==> src/rtl/multicycle_controller.sv <==
// Purpose : Moore control FSM sequencing the shared multicycle RV32I datapath (IR, OldPC, A, ALUOut, Data).
// Latency : beq 3 cycles; R-type, I-type, sw and jal 4 cycles; lw 5 cycles (no stalls).
// Backpres: with MEM_STALL_EN, FETCH/MEMREAD/MEMWRITE hold while MemReady=0; without it, MemReady is ignored.
//
// Optional feature macro: MEM_STALL_EN (memory-ready stall handshake). Undefined by default.
//
// Ports:
//   clk, reset_n           core clock (rising edge), asynchronous active-low reset
//   op, funct3, funct7b5   instruction fields IR[6:0], IR[14:12], IR[30]
//   Zero                   ALU zero flag, qualifies branches
//   MemReady               memory access completes this cycle (only used with MEM_STALL_EN)
//   PCWrite, IRWrite       PC enable, IR/OldPC enable
//   AdrSrc                 memory address select: 0=PC, 1=Result
//   MemWrite, RegWrite     memory write strobe, register file write enable
//   ResultSrc              00=ALUOut, 01=Data, 10=ALUResult
//   ALUSrcA, ALUSrcB       A: 00=PC, 01=OldPC, 10=A ; B: 00=rs2, 01=ImmExt, 10=const 4
//   ImmSrc                 00=I, 01=S, 10=B, 11=J (decoded from op)
//   ALUControl             000 add, 001 sub, 010 and, 011 or, 101 slt
//   IllegalOp              sticky: an unsupported opcode reached DECODE; cleared only by reset

module multicycle_controller #(
    parameter logic [3:0] RESET_STATE = 4'd0
) (
    input  logic       clk,
    input  logic       reset_n,
    input  logic [6:0] op,
    input  logic [2:0] funct3,
    input  logic       funct7b5,
    input  logic       Zero,
    input  logic       MemReady,
    output logic       PCWrite,
    output logic       AdrSrc,
    output logic       MemWrite,
    output logic       IRWrite,
    output logic [1:0] ResultSrc,
    output logic [1:0] ALUSrcA,
    output logic [1:0] ALUSrcB,
    output logic [1:0] ImmSrc,
    output logic [2:0] ALUControl,
    output logic       RegWrite,
    output logic       IllegalOp
);

    typedef enum logic [3:0] {
        FETCH    = 4'd0,
        DECODE   = 4'd1,
        MEMADR   = 4'd2,
        MEMREAD  = 4'd3,
        MEMWB    = 4'd4,
        MEMWRITE = 4'd5,
        EXECUTER = 4'd6,
        EXECUTEI = 4'd7,
        ALUWB    = 4'd8,
        JAL      = 4'd9,
        BEQ      = 4'd10
    } state_t;

    localparam logic [6:0] OP_LOAD  = 7'b0000011;
    localparam logic [6:0] OP_STORE = 7'b0100011;
    localparam logic [6:0] OP_RTYPE = 7'b0110011;
    localparam logic [6:0] OP_ITYPE = 7'b0010011;
    localparam logic [6:0] OP_JAL   = 7'b1101111;
    localparam logic [6:0] OP_BEQ   = 7'b1100011;

    // Memory handshake: when stalls are compiled out every access completes in one cycle.
`ifdef MEM_STALL_EN
    logic mem_ready;
    assign mem_ready = MemReady;
`else
    logic mem_ready;
    logic unused_memready;
    assign mem_ready       = 1'b1;
    assign unused_memready = MemReady;
`endif

    state_t     state;
    state_t     state_nxt;
    logic       pc_update;
    logic       branch;
    logic [1:0] alu_op;
    logic [1:0] imm_dec;
    logic       op_supported;
    logic       illegal_set;

    // Opcode classification used both for DECODE dispatch and the sticky illegal flag.
    always_comb begin
        op_supported = 1'b0;
        case (op)
            OP_LOAD, OP_STORE, OP_RTYPE, OP_ITYPE, OP_JAL, OP_BEQ: op_supported = 1'b1;
            default:                                               op_supported = 1'b0;
        endcase
    end

    assign illegal_set = (state == DECODE) && !op_supported;

    // Immediate format follows the opcode regardless of state so ImmExt is ready early.
    always_comb begin
        imm_dec = 2'b00;
        case (op)
            OP_STORE: imm_dec = 2'b01;
            OP_BEQ:   imm_dec = 2'b10;
            OP_JAL:   imm_dec = 2'b11;
            default:  imm_dec = 2'b00;
        endcase
    end

    // State register and sticky illegal-op flag; reset clears both without waiting for clk.
    always_ff @(posedge clk or negedge reset_n) begin
        if (!reset_n) begin
            state     <= state_t'(RESET_STATE);
            IllegalOp <= 1'b0;
        end else begin
            state <= state_nxt;
            if (illegal_set) begin
                IllegalOp <= 1'b1;
            end
        end
    end

    // Moore decode: outputs depend on state only, with Zero (branch) and mem_ready (stall)
    // as the two qualifying inputs. Anything not named for a state stays 0.
    always_comb begin
        state_nxt = FETCH;
        pc_update = 1'b0;
        branch    = 1'b0;
        alu_op    = 2'b00;
        AdrSrc    = 1'b0;
        MemWrite  = 1'b0;
        IRWrite   = 1'b0;
        ResultSrc = 2'b00;
        ALUSrcA   = 2'b00;
        ALUSrcB   = 2'b00;
        ImmSrc    = imm_dec;
        RegWrite  = 1'b0;

        case (state)
            FETCH: begin
                // Selects stay put during a stall; only the enables wait for the access.
                AdrSrc    = 1'b0;
                IRWrite   = mem_ready;
                ALUSrcA   = 2'b00;
                ALUSrcB   = 2'b10;
                alu_op    = 2'b00;
                ResultSrc = 2'b10;
                pc_update = mem_ready;
                state_nxt = mem_ready ? DECODE : FETCH;
            end
            DECODE: begin
                ALUSrcA = 2'b01;
                ALUSrcB = 2'b01;
                alu_op  = 2'b00;
                case (op)
                    OP_LOAD, OP_STORE: state_nxt = MEMADR;
                    OP_RTYPE:          state_nxt = EXECUTER;
                    OP_ITYPE:          state_nxt = EXECUTEI;
                    OP_JAL:            state_nxt = JAL;
                    OP_BEQ:            state_nxt = BEQ;
                    default:           state_nxt = FETCH;
                endcase
            end
            MEMADR: begin
                ALUSrcA   = 2'b10;
                ALUSrcB   = 2'b01;
                alu_op    = 2'b00;
                state_nxt = (op == OP_LOAD) ? MEMREAD : MEMWRITE;
            end
            MEMREAD: begin
                ResultSrc = 2'b00;
                AdrSrc    = 1'b1;
                state_nxt = mem_ready ? MEMWB : MEMREAD;
            end
            MEMWB: begin
                ResultSrc = 2'b01;
                RegWrite  = 1'b1;
                state_nxt = FETCH;
            end
            MEMWRITE: begin
                // Strobe is held for every stall cycle; the memory samples it on MemReady.
                ResultSrc = 2'b00;
                AdrSrc    = 1'b1;
                MemWrite  = 1'b1;
                state_nxt = mem_ready ? FETCH : MEMWRITE;
            end
            EXECUTER: begin
                ALUSrcA   = 2'b10;
                ALUSrcB   = 2'b00;
                alu_op    = 2'b10;
                state_nxt = ALUWB;
            end
            EXECUTEI: begin
                ALUSrcA   = 2'b10;
                ALUSrcB   = 2'b01;
                alu_op    = 2'b10;
                state_nxt = ALUWB;
            end
            ALUWB: begin
                ResultSrc = 2'b00;
                RegWrite  = 1'b1;
                state_nxt = FETCH;
            end
            JAL: begin
                // PC <- ALUOut (target) while ALU computes OldPC+4 for the link register.
                ALUSrcA   = 2'b01;
                ALUSrcB   = 2'b10;
                alu_op    = 2'b00;
                ResultSrc = 2'b00;
                pc_update = 1'b1;
                state_nxt = ALUWB;
            end
            BEQ: begin
                ALUSrcA   = 2'b10;
                ALUSrcB   = 2'b00;
                alu_op    = 2'b01;
                ResultSrc = 2'b00;
                branch    = 1'b1;
                state_nxt = FETCH;
            end
            default: begin
                // Unreachable encodings: fully quiet, including the immediate select.
                ImmSrc    = 2'b00;
                state_nxt = FETCH;
            end
        endcase
    end

    assign PCWrite = pc_update | (branch & Zero);

    // ALU function decode. op[5] separates R-type (sub possible) from I-type (addi only).
    always_comb begin
        ALUControl = 3'b000;
        case (alu_op)
            2'b00: ALUControl = 3'b000;
            2'b01: ALUControl = 3'b001;
            2'b10: begin
                case (funct3)
                    3'b000:  ALUControl = (op[5] & funct7b5) ? 3'b001 : 3'b000;
                    3'b010:  ALUControl = 3'b101;
                    3'b110:  ALUControl = 3'b011;
                    3'b111:  ALUControl = 3'b010;
                    default: ALUControl = 3'b000;
                endcase
            end
            default: ALUControl = 3'b000;
        endcase
    end

endmodule

==> config.mk <==
export PLATFORM = sky130hd
export DESIGN_NAME = multicycle_controller
export DESIGN_NICKNAME = d
export VERILOG_FILES = /design/src/rtl/multicycle_controller.sv
export SDC_FILE = /design/constraint.sdc
export NUM_CORES = 1
export LEC_CHECK = 0
export ABC_CLOCK_PERIOD_IN_PS = 1900
export BUFFER_PORTS_ARGS = -buffer_cell sky130_fd_sc_hd__buf_2
export CORE_UTILIZATION = 44
export CTS_CLUSTER_DIAMETER = 60
export DETAILED_ROUTE_END_ITERATION = 8
export HOLD_SLACK_MARGIN = 0.02
export PLACE_DENSITY = 0.85
export SLEW_MARGIN = 20
export SYNTH_ARGS = -nofsm -noshare
export SYNTH_HDL_FRONTEND = slang
export SYNTH_SLANG_ARGS = --single-unit
==> constraint.sdc <==
create_clock -name clk -period 1.9 [get_ports clk]
set_input_delay 0.19 -clock clk [delete_from_list [all_inputs] [get_ports clk]]
set_output_delay 0.19 -clock clk [all_outputs]
set_load 0.03 [all_outputs]
==> qor_table.md <==
| Step | Metric | This run |
|:---|:---|:---|
| logic synthesis | Synth Instances | 77 |
| placement | GP Congestion | 0.770 |
| logic synthesis | Total nets after synthesis | 94 |
| sta | Fin crit period | 1.91 ns |
| critical path | Data required time at the worst endpoint | 1.71 ns |
| drt | Detailed-routing iteration count for the pre-antenna-repair pass | 4 |
| logic synthesis | Flop and latch count out of synthesis | 5 |
| critical path | R2r worst-path depth | 4 |
| critical path | Worst-case register-to-register setup slack | 0.66 ns |
| placement | Number of port buffers | 30 |
| logic synthesis | Largest family of logic cells by synthesized area | simple AND/OR/NAND/NOR gates |
| clock network | Largest buffer count on any clock path | 2 |
| power | Power density over cell area | 828 nW/µm² |
| logic synthesis | Post-synthesis instance area | 622 µm² |
| critical path | Setup Crit Path Kind | reg -> out |
| logic synthesis | Simple-gate area share of the yosys netlist | 0.402 |
| finish | NumNets Final | 131 |
| drt | Number of remaining DRC errors | 0 |
| finish | Layout-stage area growth over the synthesis result | 39.2% |
| sta | Slew at the pin with the worst max-slew slack | 0.322 ns |
| critical path | Data arrival, critical path | 1.72 ns |
| sta | Min setup slack post-route | -0.0126 ns |
| outcome | Violations in the final reports | negative setup slack |
| critical path | Crit path max fanout | 3 |
| drt | Mean number of vias per cell | 5.33 |
| drt | Total Routed Length | 1530 µm |
| global routing | Vias in the first global route | 555 |
| logic synthesis | Post-Synth XOR/XNOR Area | 0.0563 |
| sta | Worst Hold Slack | 0.283 ns |
| die | Core Box Area | 1300 µm² |
| worst hold path | Class of the tightest hold or removal check | in -> async |
| global routing | Number of antenna violations at the first check in global routing | 0 |
| sta | Unrepaired setup endpoints after global routing | yes |
| drt | Routed wirelength normalized by instance count | 11.9 µm |
| finish | Final Core Density | 0.665 |
| drt | Antenna viol nets, final | 0 |
| clock network | Clock tree from TritonCTS | built |
| die | Full die area | 1570 µm² |
| placement | Hpwl dp | 1140 µm |
| power | Pwr Total | 0.717 mW |
| outcome | Run status | finished, violations left |
| sta | Worst slew slack as a fraction of its limit | 0.785 |
| clock network | Clock slew at the register clock pins of the worst setup and hold paths | 0.05 ns |
| global routing | Global-route usage over all layers | 0.228 |
| logic synthesis | Post-synth cell types | 35 |
| logic synthesis | Synth Area in Adders | 0.0402 |
| critical path | FF-to-FF End | state[2] |
| clock network | Clock Latency Late Sink | 0.25 ns |
| clock network | H-tree depth | 1 |
| power | Max VDD drop | 0.404 mV |
| logic synthesis | Proportion of synthesized flip-flops having asynchronous set or reset | 1.00 |
| logic synthesis | Synthesized area per cell | 8.08 µm² |
| sta | Portion of the clock cycle consumed by the worst path in the final layout | 1.01 |
| power | Static leakage power | 0.424 nW |
| sta | Maximum clock skew at final layout | 0.00381 ns |
| die | Number of ports placed on the die boundary | 32 |
| clock network | Total clock buffers created by CTS | 3 |
| placement | Setup slack at placement | 0.126 ns |
| finish | Final antenna diode count | 0 |
| clock network | Total clock sinks | 5 |
| sta | Number of pins exceeding their max-slew limit in the final report | 0 |
| clock network | Root buffer cell | sky130_fd_sc_hd__clkbuf_4 |
| global routing | Largest net degree at the start of global routing | 14 |
| die | Row Count | 13 |
| logic synthesis | Syn. warnings | 0 |
| logic synthesis | Share of the synthesized area in compound gates (AO/OA/AOI/OAI) | 0.163 |
| drt | First DRT Iteration DRCs | 12 |
| critical path | Kind of end point of the critical path | output pin |
| finish | Share of cells above drive strength 1 | 0.469 |
| drt | DR vias | 682 |
| global routing | Wire length of the first global-routing pass | 2420 µm |
| logic synthesis | Top_reg_cell synth | sky130_fd_sc_hd__dfrtp_1 |
| sta | Fmax | 523 MHz |
| sta | Final number of hold-violating endpoints | 0 |
| logic synthesis | Share of synthesized area spent on multiplexers | 0.0161 |
| global routing | Total global routing overflow | 0 |
| logic synthesis | Sequential element share of the synthesized area | 0.201 |
| die | Horizontal die dimension | 39.6 µm |
| logic synthesis | Post-synth EDFFs | 0 |
| sta | Final sum of negative setup slack | -0.0156 ns |
| die | Initial core utilization | 0.478 |
| die | Die span in y | 39.6 µm |
| sta | Count of final setup violators | 2 |
| critical path | Critical register-to-register path startpoint | state[0] |
| critical path | Element type at the critical path start | register |
| job | MaxCap Viol Count | 0 |
## flip-flops by register name, summed over array words and instances, names as in the netlist
| register | flops |
|---|---|
| IllegalOp | 1 |
| state | 4 |
## per-layer routing
metal | global-route usage | part of all wire | vias to the layer above
li1 | - | - | 350
met4 | 0.0517 | 0.0072 | 0
met1 | 0.286 | 0.46 | 309
met3 | 0.0341 | 0.039 | 2
met2 | 0.402 | 0.49 | 21
met5 | 0 | 0 | -
## stage by stage
step                      cell area, µm²  instances
after floorplan                      628         77
after global placement               771        120
after detailed placement             771        120
after CTS                            847        127
after global routing                 866        128
final                                866        128
## kinds of logic after synthesis
kind of cell               Yosys count
buffers and inverters               11
xor gates and xnor gates             4
AOI/OAI and AO/OA                   15
muxes                                1
and+or+nand+nor                     39
DFF                                  5
adders and majority gates            2
## layout make-up
cell class | count | area [µm²]
repair buffers | 38 | 221
well taps | 15 | 18.8
multi-input cells | 61 | 453
fillers | 129 | 435
clock buffers | 4 | 26.3
inverters | 5 | 18.8
flip-flops and latches | 5 | 128
## power by group
part | leakage [nW] | total, mW | internal (mW) | switching, mW
Sequential | 0.0586 | 0.132 | 0.120 | 0.0115
Combinational | 0.351 | 0.456 | 0.160 | 0.296
Clock | 0.0150 | 0.129 | 0.0798 | 0.0493
Total | 0.424 | 0.717 | 0.360 | 0.357
## worst max-delay path by stage
stage	start	end	slack, ns	depth (start not counted)
2_1_floorplan	state[1]	PCWrite	0.07	3
3_3_place_gp	state[1]	ALUControl[0]	0.18	8
3_5_place_dp	state[1]	ALUControl[2]	0.13	7
4_1_cts	state[3]	ALUControl[0]	0.009	6
5_1_grt	state[0]	ALUControl[0]	-0.09	8
6_report	state[0]	ALUControl[0]	-0.01	8
## cell usage in the layout (no fill, tap or decap), types with 2 or more instances in the layout
| master | Yosys | layout |
|---|---|---|
| sky130_fd_sc_hd__a21oi_1 | 6 | 6 |
| sky130_fd_sc_hd__and3_1 | 2 | 2 |
| sky130_fd_sc_hd__buf_2 | 0 | 28 |
| sky130_fd_sc_hd__buf_4 | 3 | 8 |
| sky130_fd_sc_hd__clkbuf_4 | 0 | 3 |
| sky130_fd_sc_hd__dfrtp_1 | 5 | 3 |
| sky130_fd_sc_hd__dfrtp_2 | 0 | 2 |
| sky130_fd_sc_hd__inv_1 | 5 | 5 |
| sky130_fd_sc_hd__nand2_1 | 3 | 3 |
| sky130_fd_sc_hd__nand2b_1 | 4 | 3 |
| sky130_fd_sc_hd__nand4b_1 | 2 | 2 |
| sky130_fd_sc_hd__nor2_1 | 8 | 8 |
| sky130_fd_sc_hd__nor3_1 | 4 | 4 |
| sky130_fd_sc_hd__nor4_1 | 3 | 2 |
| sky130_fd_sc_hd__xnor2_1 | 3 | 3 |
## critical path, stage by stage, from the launching register on
cell and delay [ns]:
sky130_fd_sc_hd__dfrtp_1 0.38, sky130_fd_sc_hd__nand2b_4 0.16, sky130_fd_sc_hd__nor3b_4 0.24, sky130_fd_sc_hd__inv_1 0.09, sky130_fd_sc_hd__ha_2 0.18, sky130_fd_sc_hd__nor2b_4 0.12
sky130_fd_sc_hd__o21ai_1 0.07, sky130_fd_sc_hd__a21oi_1 0.08, sky130_fd_sc_hd__buf_4 0.17
## cell usage after synthesis (2+ instances only)
master | instances | area [µm²]
sky130_fd_sc_hd__nor3_1 | 4 | 20.0
sky130_fd_sc_hd__nor2_1 | 8 | 30.0
sky130_fd_sc_hd__nor2b_1 | 2 | 12.5
sky130_fd_sc_hd__nor3b_2 | 2 | 25.0
sky130_fd_sc_hd__xnor2_1 | 3 | 26.3
sky130_fd_sc_hd__nand2b_1 | 4 | 25.0
sky130_fd_sc_hd__buf_4 | 3 | 22.5
sky130_fd_sc_hd__nor4_1 | 3 | 18.8
sky130_fd_sc_hd__ha_1 | 2 | 25.0
sky130_fd_sc_hd__inv_1 | 5 | 18.8
sky130_fd_sc_hd__and3_1 | 2 | 12.5
sky130_fd_sc_hd__a21oi_1 | 6 | 30.0
sky130_fd_sc_hd__buf_6 | 3 | 33.8
sky130_fd_sc_hd__and3b_1 | 2 | 17.5
sky130_fd_sc_hd__dfrtp_1 | 5 | 125
sky130_fd_sc_hd__nand2_1 | 3 | 11.3
sky130_fd_sc_hd__nand4b_1 | 2 | 17.5
## what timing repair did
item	CTS	global route
gates cloned	0	0
hold buffers	1	0
setup buffers	2	1
endpoints found under the setup margin	3	2
pin swaps	2	3
resized for setup	8	4
hold endpoints to repair	5	0
No activity file was read; power rests on OpenSTA's default activity.
